<file path="config.mk">
export PLATFORM = sky130hd
export DESIGN_NAME = ddr3_multich_burst_writer
export DESIGN_NICKNAME = d
export VERILOG_FILES = /design/src/rtl/ddr3_multich_burst_writer.sv
export SDC_FILE = /design/constraint.sdc
export NUM_CORES = 1
export LEC_CHECK = 0
export CORE_AREA = 10 10 313 315
export DETAILED_ROUTE_END_ITERATION = 10
export DIE_AREA = 0 0 323 325
export PLACE_DENSITY_LB_ADDON = 0.2
export SETUP_SLACK_MARGIN = 0.3
export SLEW_MARGIN = 10
export SYNTH_ARGS = -nofsm -noshare
export SYNTH_HDL_FRONTEND = slang
export SYNTH_SLANG_ARGS = --single-unit
export TNS_END_PERCENT = 5
</file>
<file path="constraint.sdc">
create_clock -name ddr3_clk -period 5.15 [get_ports ddr3_clk]
set_input_delay 0.7725 -clock ddr3_clk [delete_from_list [all_inputs] [get_ports ddr3_clk]]
set_output_delay 0.7725 -clock ddr3_clk [all_outputs]
set_load 0.01 [all_outputs]
</file>
<file path="src/rtl/ddr3_multich_burst_writer.sv">
// ddr3_multich_burst_writer
//   Drains NUM_CH show-ahead write FIFOs into DDR3 with fixed-address Avalon-MM
//   write bursts. Channels are served round-robin. The last burst of a frame is
//   shortened when FRAME_WORDS is not a multiple of BURST_LEN. Each channel can
//   optionally ping-pong between two frame buffers.
//   Everything runs in the DDR3 clock domain.
// Ports
//   ddr3_clk, ddr3_clk_reset_n : clock, asynchronous active-low reset
//   ch_enable          : per-channel grant enable
//   ch_frame_restart   : per-channel pulse, restart at word 0 / buffer 0
//   ch_fifo_level      : per-channel FIFO used-words (LEVEL_W each)
//   ch_fifo_q          : per-channel FIFO head data (DATA_W each)
//   ch_fifo_rdreq      : per-channel FIFO pop
//   ddr3_write_address, ddr3_write_data, ddr3_write, ddr3_burstcount,
//   ddr3_waitrequest   : Avalon-MM burst write master
//   ch_frame_done      : per-channel pulse after the last frame word is accepted
//   ch_active_buf      : per-channel buffer index currently written
//   busy               : high while a burst is in progress
module ddr3_multich_burst_writer #(
  parameter int              NUM_CH      = 2,
  parameter int              DATA_W      = 256,
  parameter int              ADDR_W      = 27,
  parameter int              LEVEL_W     = 8,
  parameter int              BURST_LEN   = 8,
  parameter int              FRAME_WORDS = 86400,
  parameter logic [ADDR_W-1:0] BASE_ADDR  = 27'h1B00000,
  parameter logic [ADDR_W-1:0] CH_STRIDE  = 27'h0040000,
  parameter logic [ADDR_W-1:0] BUF_STRIDE = 27'h0020000,
  parameter bit              PINGPONG    = 1'b1
) (
  input  logic                      ddr3_clk,
  input  logic                      ddr3_clk_reset_n,
  input  logic [NUM_CH-1:0]         ch_enable,
  input  logic [NUM_CH-1:0]         ch_frame_restart,
  input  logic [NUM_CH*LEVEL_W-1:0] ch_fifo_level,
  input  logic [NUM_CH*DATA_W-1:0]  ch_fifo_q,
  output logic [NUM_CH-1:0]         ch_fifo_rdreq,
  output logic [ADDR_W-1:0]         ddr3_write_address,
  output logic [DATA_W-1:0]         ddr3_write_data,
  output logic                      ddr3_write,
  output logic [7:0]                ddr3_burstcount,
  input  logic                      ddr3_waitrequest,
  output logic [NUM_CH-1:0]         ch_frame_done,
  output logic [NUM_CH-1:0]         ch_active_buf,
  output logic                      busy
);

  localparam int SEL_W = (NUM_CH > 1) ? $clog2(NUM_CH) : 1;
  localparam int WC_W  = $clog2(FRAME_WORDS + 1);

  typedef enum logic [1:0] {ST_IDLE, ST_ARB, ST_BURST} state_t;

  state_t            r_state, w_state_nxt;
  logic [WC_W-1:0]   r_wc [NUM_CH];
  logic [NUM_CH-1:0] r_buf, r_done, r_pend;
  logic [SEL_W-1:0]  r_sel, r_ptr;
  logic [7:0]        r_beat, r_bc;
  logic [ADDR_W-1:0] r_addr;

  logic [7:0]        w_need [NUM_CH];
  logic [NUM_CH-1:0] w_elig, w_frame_end, w_busy_on, w_rdreq;
  logic              w_gnt_vld, w_accept, w_last;
  logic [SEL_W-1:0]  w_gnt;
  logic [ADDR_W-1:0] w_gnt_addr;
  int                w_idx;

  // Beats still owed in the current frame, capped at one full burst.
  function automatic logic [7:0] f_need(input logic [WC_W-1:0] wc);
    int rem;
    rem = FRAME_WORDS - int'(wc);
    if (rem > BURST_LEN) return 8'(BURST_LEN);
    return 8'(rem);
  endfunction

  always_comb begin
    for (int c = 0; c < NUM_CH; c++) begin
      w_need[c]      = f_need(r_wc[c]);
      w_elig[c]      = ch_enable[c] &&
                       (32'(ch_fifo_level[c*LEVEL_W +: LEVEL_W]) >= 32'(w_need[c]));
      w_frame_end[c] = (int'(r_wc[c]) + 1 == FRAME_WORDS);
    end
  end

  // Round-robin scan starting at r_ptr; only meaningful in ST_ARB.
  always_comb begin
    w_gnt_vld = 1'b0;
    w_gnt     = '0;
    w_idx     = 0;
    for (int i = 0; i < NUM_CH; i++) begin
      w_idx = int'(r_ptr) + i;
      if (w_idx >= NUM_CH) w_idx = w_idx - NUM_CH;
      if (!w_gnt_vld && w_elig[w_idx]) begin
        w_gnt_vld = 1'b1;
        w_gnt     = SEL_W'(w_idx);
      end
    end
    if (r_state != ST_ARB) w_gnt_vld = 1'b0;
  end

  assign w_gnt_addr = BASE_ADDR + ADDR_W'(w_gnt) * CH_STRIDE
                    + (r_buf[w_gnt] ? BUF_STRIDE : '0)
                    + ADDR_W'(r_wc[w_gnt]);

  assign w_accept = (r_state == ST_BURST) && !ddr3_waitrequest;
  assign w_last   = w_accept && (r_beat == r_bc - 8'd1);

  // A channel counts as "in a burst" from the grant cycle on, so a restart
  // arriving while the grant is registered cannot race the captured address.
  always_comb begin
    w_rdreq = '0;
    for (int c = 0; c < NUM_CH; c++) begin
      w_busy_on[c] = ((r_state == ST_BURST) && (r_sel == SEL_W'(c))) ||
                     (w_gnt_vld && (w_gnt == SEL_W'(c)));
    end
    if (w_accept) w_rdreq[r_sel] = 1'b1;
  end

  always_ff @(posedge ddr3_clk or negedge ddr3_clk_reset_n) begin
    if (!ddr3_clk_reset_n) r_state <= ST_IDLE;
    else                   r_state <= w_state_nxt;
  end

  always_comb begin
    w_state_nxt = r_state;
    case (r_state)
      ST_IDLE:  w_state_nxt = ST_ARB;
      ST_ARB:   if (w_gnt_vld) w_state_nxt = ST_BURST;
      ST_BURST: if (w_last)    w_state_nxt = ST_ARB;
      default:  w_state_nxt = ST_IDLE;
    endcase
  end

  // Burst command registers: captured on grant, held for the whole burst.
  always_ff @(posedge ddr3_clk or negedge ddr3_clk_reset_n) begin
    if (!ddr3_clk_reset_n) begin
      r_sel  <= '0;
      r_ptr  <= '0;
      r_beat <= '0;
      r_bc   <= '0;
      r_addr <= '0;
    end else if (w_gnt_vld) begin
      r_sel  <= w_gnt;
      r_bc   <= w_need[w_gnt];
      r_addr <= w_gnt_addr;
      r_beat <= '0;
    end else if (w_accept) begin
      r_beat <= r_beat + 8'd1;
      if (w_last) r_ptr <= (r_sel == SEL_W'(NUM_CH - 1)) ? '0 : r_sel + SEL_W'(1);
    end
  end

  // Per-channel frame bookkeeping. Restart beats frame completion for the
  // buffer index, but the frame-done pulse is still reported.
  always_ff @(posedge ddr3_clk or negedge ddr3_clk_reset_n) begin
    if (!ddr3_clk_reset_n) begin
      for (int c = 0; c < NUM_CH; c++) r_wc[c] <= '0;
      r_buf  <= '0;
      r_done <= '0;
      r_pend <= '0;
    end else begin
      for (int c = 0; c < NUM_CH; c++) begin
        r_done[c] <= 1'b0;
        if (w_accept && (r_sel == SEL_W'(c))) begin
          if (w_last) begin
            r_done[c] <= w_frame_end[c];
            r_pend[c] <= 1'b0;
            if (ch_frame_restart[c] || r_pend[c]) begin
              r_wc[c]  <= '0;
              r_buf[c] <= 1'b0;
            end else if (w_frame_end[c]) begin
              r_wc[c] <= '0;
              if (PINGPONG) r_buf[c] <= ~r_buf[c];
            end else begin
              r_wc[c] <= r_wc[c] + WC_W'(1);
            end
          end else begin
            r_wc[c] <= r_wc[c] + WC_W'(1);
            if (ch_frame_restart[c]) r_pend[c] <= 1'b1;
          end
        end else if (ch_frame_restart[c]) begin
          if (w_busy_on[c]) begin
            r_pend[c] <= 1'b1;
          end else begin
            r_wc[c]  <= '0;
            r_buf[c] <= 1'b0;
          end
        end
      end
    end
  end

  assign ddr3_write         = (r_state == ST_BURST);
  assign busy               = (r_state == ST_BURST);
  assign ddr3_write_address = r_addr;
  assign ddr3_burstcount    = r_bc;
  assign ddr3_write_data    = ch_fifo_q[int'(r_sel)*DATA_W +: DATA_W];
  assign ch_fifo_rdreq      = w_rdreq;
  assign ch_frame_done      = r_done;
  assign ch_active_buf      = r_buf;

endmodule
</file>
==> metrics.txt, run 1 <==
status=finished clean; leading cell types in the layout, fill and taps excluded=clkdlybuf4s50_1 (828), mux2_2 (256), nand2_1 (77), dfrtp_1 (77), nor2_1 (59); min Tclk post-route=4.817 ns; syn avg cell area=8.876 sq um; post-route ant nets=0; share of layout cells above drive strength 1=19.57%; crit start category=flop; VDD IR max=197.1 uV; Remaining DRCs=0; Die W=323 microns; GRT Util Overall=20.34%; Final Core Density=20.92%; vias=11843; Final TNS setup=0 ns; leakage power=0.006987 uW; Area Overhead vs Synth=118.0%; I/O Pins=834; Max Cap Violations=0; full die area=105000 sq um; Clock transition at path regs=0.07 ns; Pins Over Slew Limit=0; Post-layout nets=2358; gpl congestion=0.9550; largest net degree at the start of global routing=94; HP Class=input pin to async pin; total CTS buffers=9; critical path endpoint category=flop; number of global-route vias before repair=12067; Post-Synthesis Cells=988; ys flop type=dfrtp_1; Arrival @ worst endpoint=5.05 ns; antenna violations before repair=56; FILL cells=10043; FF/Latch Area=1982 sq um; starting density of the core=9.596%; Vert. Die Dim=325 microns; P per Cell Area=348.5 nW/um^2; dpl cells=2966; RSZ-0062 raised after global routing=yes; Core ar.=91390 sq um; final hold vios=0; top post-synthesis cells by area=mux2_2 (33%), dfrtp_1 (23%), nand2_1 (3.5%), ha_1 (3.4%), clkbuf_1 (2.9%); leading cell type in the layout, fill and taps excluded=clkdlybuf4s50_1; port bufs=829; post-route insts no fill=2993; Cell Rows=111; area of the multi-input gates=6405 sq um; fmax=207.6 MHz; FF+latch count, synth=79; Distinct cells, synth=75; CP max FO=9; Initial DRC Count=814; Final Cycle Share=93.54%; CTS H-Tree Depth=3; remaining global-route overflow=0; Hold WS=0.4001 ns; Post-synth EDFFs=0; Mapped Area=8770 sq um; Yosys top cell by area=mux2_2; CTS tree=yes; Setup Skew=0.009579 ns; CP Data Required Time=5.39 ns; Clock Path Buffers=2; asr flop ratio synth=100.0%; drt first pass iters=5; DR WL/cell=37.59 microns; total power=6662 uW; Yosys warning total=0; first-pass GRT wire length=138300 microns; number of hold buffers added after CTS=0; HPWL Detailed=103500 microns; register area share after synthesis=22.54%; # clock sinks=79; Skew-Pair Late Insertion Delay=0.36 ns; Synth top area share=32.87%; final setup fails=0; critical path class=flop to flop; Routed WL=112500 microns; Slew headroom=9.656%; Slew @ Worst Pin=1.355 ns; vias per cell=3.957; Root Buffer=clkbuf_16
## repair_timing
action | CTS | global route
gates resized for setup | 0 | 17
pin swaps | 0 | 14
setup buffers | 0 | 6
setup endpoints to repair | 40 | 72
cloned | 0 | 2
## metal layers
| metal | share of wire (%) | GRT usage, % |
|---|---|---|
| met1 | 46 | 27.57 |
| met2 | 41 | 29.66 |
| met3 | 12 | 10.54 |
| met4 | 0.55 | 0.7900 |
| met5 | 0.40 | 0 |
## kinds of logic (layout without fill, tap and decap cells)
| kind of cell | count (synthesis) | in the layout | synth area share (%) |
|---|---|---|---|
| adder cells (fa/ha/maj) | 24 | 24 | 3.424 |
| other | 1 | 7 | 0.04276 |
| buffers and inverters | 118 | 931 | 5.593 |
| multiplexers | 268 | 268 | 34.30 |
| AO/OA/AOI/OAI | 173 | 173 | 13.73 |
| XOR/XNOR | 35 | 35 | 3.495 |
| flip-flops | 79 | 79 | 22.54 |
| AND/OR/NAND/NOR | 290 | 290 | 16.88 |
## power breakdown
part	total (uW)	leakage, uW	switching [uW]	internal (uW)
Combinational	5160	0.00575	2870	2290
Sequential	758	0.00107	93.8	664
Clock	740	0.000163	298	442
## path summary, 6_finish.rpt
| path | start | slack (ns) | endpoint | cells past startpoint |
|---|---|---|---|---|
| worst max-delay path | r_wc[5] | 0.33 | r_wc[13] | 17 |
| worst min-delay path | ddr3_clk_reset_n | 0.40 | r_wc[32] | 1 |
| worst max register to register | r_wc[5] | 0.33 | r_wc[13] | 17 |
| worst min register to register | ddr3_write_address[5] | 0.50 | ddr3_write_address[5] | 2 |
| max in group asynchronous | ddr3_clk_reset_n | 3.66 | ddr3_write_address[18] | 2 |
| min in group ddr3_clk | ddr3_write_address[5] | 0.50 | ddr3_write_address[5] | 2 |
## through the flow
step | setup slack [ns] | instance area (sq um)
floorplan | 0.2716 | 8817
global placement | 0.2768 | 18610
detailed placement | 0.2442 | 18610
CTS | 0.2189 | 18940
global route | 0.1496 | 19110
finish | 0.3327 | 19120
## sequential cells by signal, indices dropped and copies added (netlist names)
register	cells
r_state	2
r_wc	34
ddr3_write_address	20
r_ptr	1
r_beat	8
r_pend	2
ddr3_burstcount	8
ch_frame_done	2
ch_active_buf	2
## worst max-delay path, cell delays in order, from the launching register on
cell	delay, ns
dfrtp_1	0.37
or3_1	0.47
or3_1	0.42
and2_1	0.23
or4_4	0.57
o32ai_4	0.34
and2_1	0.20
ha_1	0.22
nand2b_1	0.13
a2111oi_0	0.39
o32ai_1	0.18
buf_4	0.17
o21a_1	0.12
nand2_2	0.11
nand3b_1	0.10
buf_6	0.15
clkbuf_16	0.17
a221o_1	0.34
## cell usage after synthesis (9+ instances only)
cell type and count:
nand2b_1 13, xor2_1 18, nor3_1 16, or3_1 12
nand4_1 23, and3_1 12, mux2i_1 11, mux2_2 256
o21ai_0 32, a21oi_1 34, xnor2_1 17, clkbuf_1 67
buf_4 9, a22oi_1 19, nand3_1 30, a221o_1 11
inv_1 33, dfrtp_1 79, ha_1 24, o21ai_1 13
nand2_1 81, nor2_1 59
## area by class of cell
cell class / instances / area share [%]
Clock inverter: 6 / 0.4777
Timing Repair Buffer: 882 / 45.96
Tap cell: 1186 / 7.762
Multi-Input combinational cell: 794 / 33.50
Antenna cell: 3 / 0.03927
Inverter: 33 / 0.6479
Clock buffer: 10 / 1.250
Sequential cell: 79 / 10.37
(Power assumes the default switching activity.)
==> inputs of run 2 (changes only) <==
--- a/config.mk
+++ b/config.mk
@@ -5,11 +5,14 @@
 export SDC_FILE = /design/constraint.sdc
 export NUM_CORES = 1
 export LEC_CHECK = 0
-export CORE_AREA = 10 10 313 315
+export CORE_AREA = 10 10 314 316
+export CTS_BUF_LIST = sky130_fd_sc_hd__clkbuf_2 sky130_fd_sc_hd__clkbuf_4 sky130_fd_sc_hd__clkbuf_8
 export DETAILED_ROUTE_END_ITERATION = 10
-export DIE_AREA = 0 0 323 325
+export DIE_AREA = 0 0 324 326
+export DONT_BUFFER_PORTS = 1
 export PLACE_DENSITY_LB_ADDON = 0.2
 export SETUP_SLACK_MARGIN = 0.3
+export SKIP_LAST_GASP = 1
 export SLEW_MARGIN = 10
 export SYNTH_ARGS = -nofsm -noshare
 export SYNTH_HDL_FRONTEND = slang
==> run 2 against run 1 <==
Against the previous run:
- final cell count is 26% lower
- sequential power shrank 3%
- clock power decreased by 31%
- maximum frequency up 0.14%
- worst hold slack worse by 0.33 ns
- global-route usage shrank 1.5 points
- clock skew rose by 0.010 ns
- critical path type unchanged
==> metrics.txt, run 2 (same netlist as run 1, synthesis figures left out) <==
crit start category=flop; register share of total power=15.8%; final setup fails=0; first-pass GRT wire length=124000 microns; vias per cell=4.187; antenna violations before repair=156; Cell Rows=112; P per Cell Area=431.5 nW/um^2; Slew headroom=18.29%; Pins Over Slew Limit=0; Sw Pwr=2737 uW; RSZ-0062 raised after global routing=yes; full die area=105600 sq um; Comb pwr share=73.1%; Post-layout nets=1540; DR WL/cell=47.49 microns; Internal Pwr Total=1922 uW; vias=9265; critical path endpoint category=flop; leading cell type in the layout, fill and taps excluded=mux2_2; Crit-path slowest cell=or4_4; Vert. Die Dim=326 microns; I/O Pins=834; min Tclk post-route=4.810 ns; post-route ant nets=0; port bufs=0; GRT Util Overall=18.81%; Die W=324 microns; largest net degree at the start of global routing=183; Skew-Pair Late Insertion Delay=0.40 ns; total CTS buffers=9; Remaining DRCs=0; R2R depth=20; Slew @ Worst Pin=1.226 ns; sw frac=58.75%; Largest Register=r_wc; HPWL Detailed=95990 microns; status=finished clean; remaining global-route overflow=0; Critical Path Max Stage Delay=0.49 ns; Arrival @ worst endpoint=5.14 ns; fmax=207.9 MHz; CP Cell Sequence=inv_2, ha_4, or4b_4, o31a_1, mux2_4, or4_4, nor4_4, a21oi_4, nor2_1, ha_1, nand2b_4, a2111o_1, a32oi_2, o21a_1, nand2_1, nand3b_1, buf_12, buf_8, buf_4, a22o_1; Core ar.=92490 sq um; Hold WS=0.06720 ns; CTS H-Tree Depth=3; Max Cap Violations=0; starting density of the core=9.482%; max reg flops=34; number of hold buffers added after CTS=0; CP max FO=6; leakage power=0.003728 uW; Clock Path Buffers=2; Clock transition at path regs=0.10 ns; CP Data Required Time=5.48 ns; drt first pass iters=5; final hold vios=0; Area Overhead vs Synth=23.13%; Final TNS setup=0 ns; leading cell types in the layout, fill and taps excluded=mux2_2 (256), nand2_1 (79), dfrtp_1 (77); Initial DRC Count=844; # clock sinks=79; CP top delay family=simple AND/OR/NAND/NOR gates; share of layout cells above drive strength 1=36.55%; HP Class=input pin to async pin; gpl congestion=1.245; critical path class=flop to flop; Worst Path Buf+Inv=4; VDD IR max=348.7 uV; Final Cycle Share=93.40%; CTS tree=yes; number of global-route vias before repair=8584; Setup Skew=0.01981 ns; Worst path depth=20; clock power share=11.0%; Root Buffer=clkbuf_8; Routed WL=105100 microns
run 2: cell count changes in the layout (fill, tap and decap cells not counted), moves of 4 or more:
cell             delta
buf_4              +13
a21oi_1             +4
clkbuf_8            +9
clkbuf_16          -11
clkdlybuf4s50_1   -828
diode_2            +28
run 2: power groups by stage:
stage	Clock, uW	Combinational (uW)	Sequential (uW)
2_1_floorplan	0	1830	720
3_3_place_gp	0	3340	751
3_5_place_dp	0	3340	751
4_1_cts	536	3360	739
5_1_grt	564	3470	748
6_report	514	3410	738
run 2: timing repair:
action	CTS	global route
pin swaps	0	14
setup endpoints to repair	22	68
gates resized for setup	2	17
buffers inserted	0	12
run 2: final timing paths:
kind                                      from         to  slack, ns
setup / recovery                      r_wc[18]    r_wc[1]       0.34
min in group ddr3_clk      ch_frame_restart[0]  r_pend[0]       0.54
max in group asynchronous     ddr3_clk_reset_n   r_wc[17]       4.90
setup reg to reg                      r_wc[18]    r_wc[1]       0.34
hold reg to reg                      r_pend[1]  r_pend[1]       0.54
hold / removal                ddr3_clk_reset_n  r_beat[5]       0.07
run 2: area by class of cell:
cell class	instances	area, sq um
fill	10633	81690
tap	1197	1498
antenna	31	77.57
timing repair buffer	64	524.3
sequential	79	1982
clock buffer	10	137.6
clock inverter	5	58.81
multi-input combinational	794	6396
inverter	33	123.9
run 2: routing by layer:
metal	vias up	wire length [microns]	GRT usage, %
li1	3665	-	-
met1	4362	37910	20.05
met2	792	48000	30.43
met3	324	14890	12.79
met4	122	3375	3.851
met5	-	920	0.5090
run 2: stage by stage:
step / instance area, sq um / util (%) / cells / power (uW) / worst slack [ns]
6_report: 10800 / 11.67 / 2213 / 4659 / 0.3396
5_1_grt: 10760 / 11.63 / 2197 / 4785 / 0.1522
4_1_cts: 10560 / 11.42 / 2170 / 4631 / 0.2535
3_5_place_dp: 10360 / 11.20 / 2155 / 4090 / 0.1264
3_3_place_gp: 10360 / 11.20 / 2155 / 4087 / 0.1557
2_1_floorplan: 8817 / - / 991 / 2548 / 0.2716
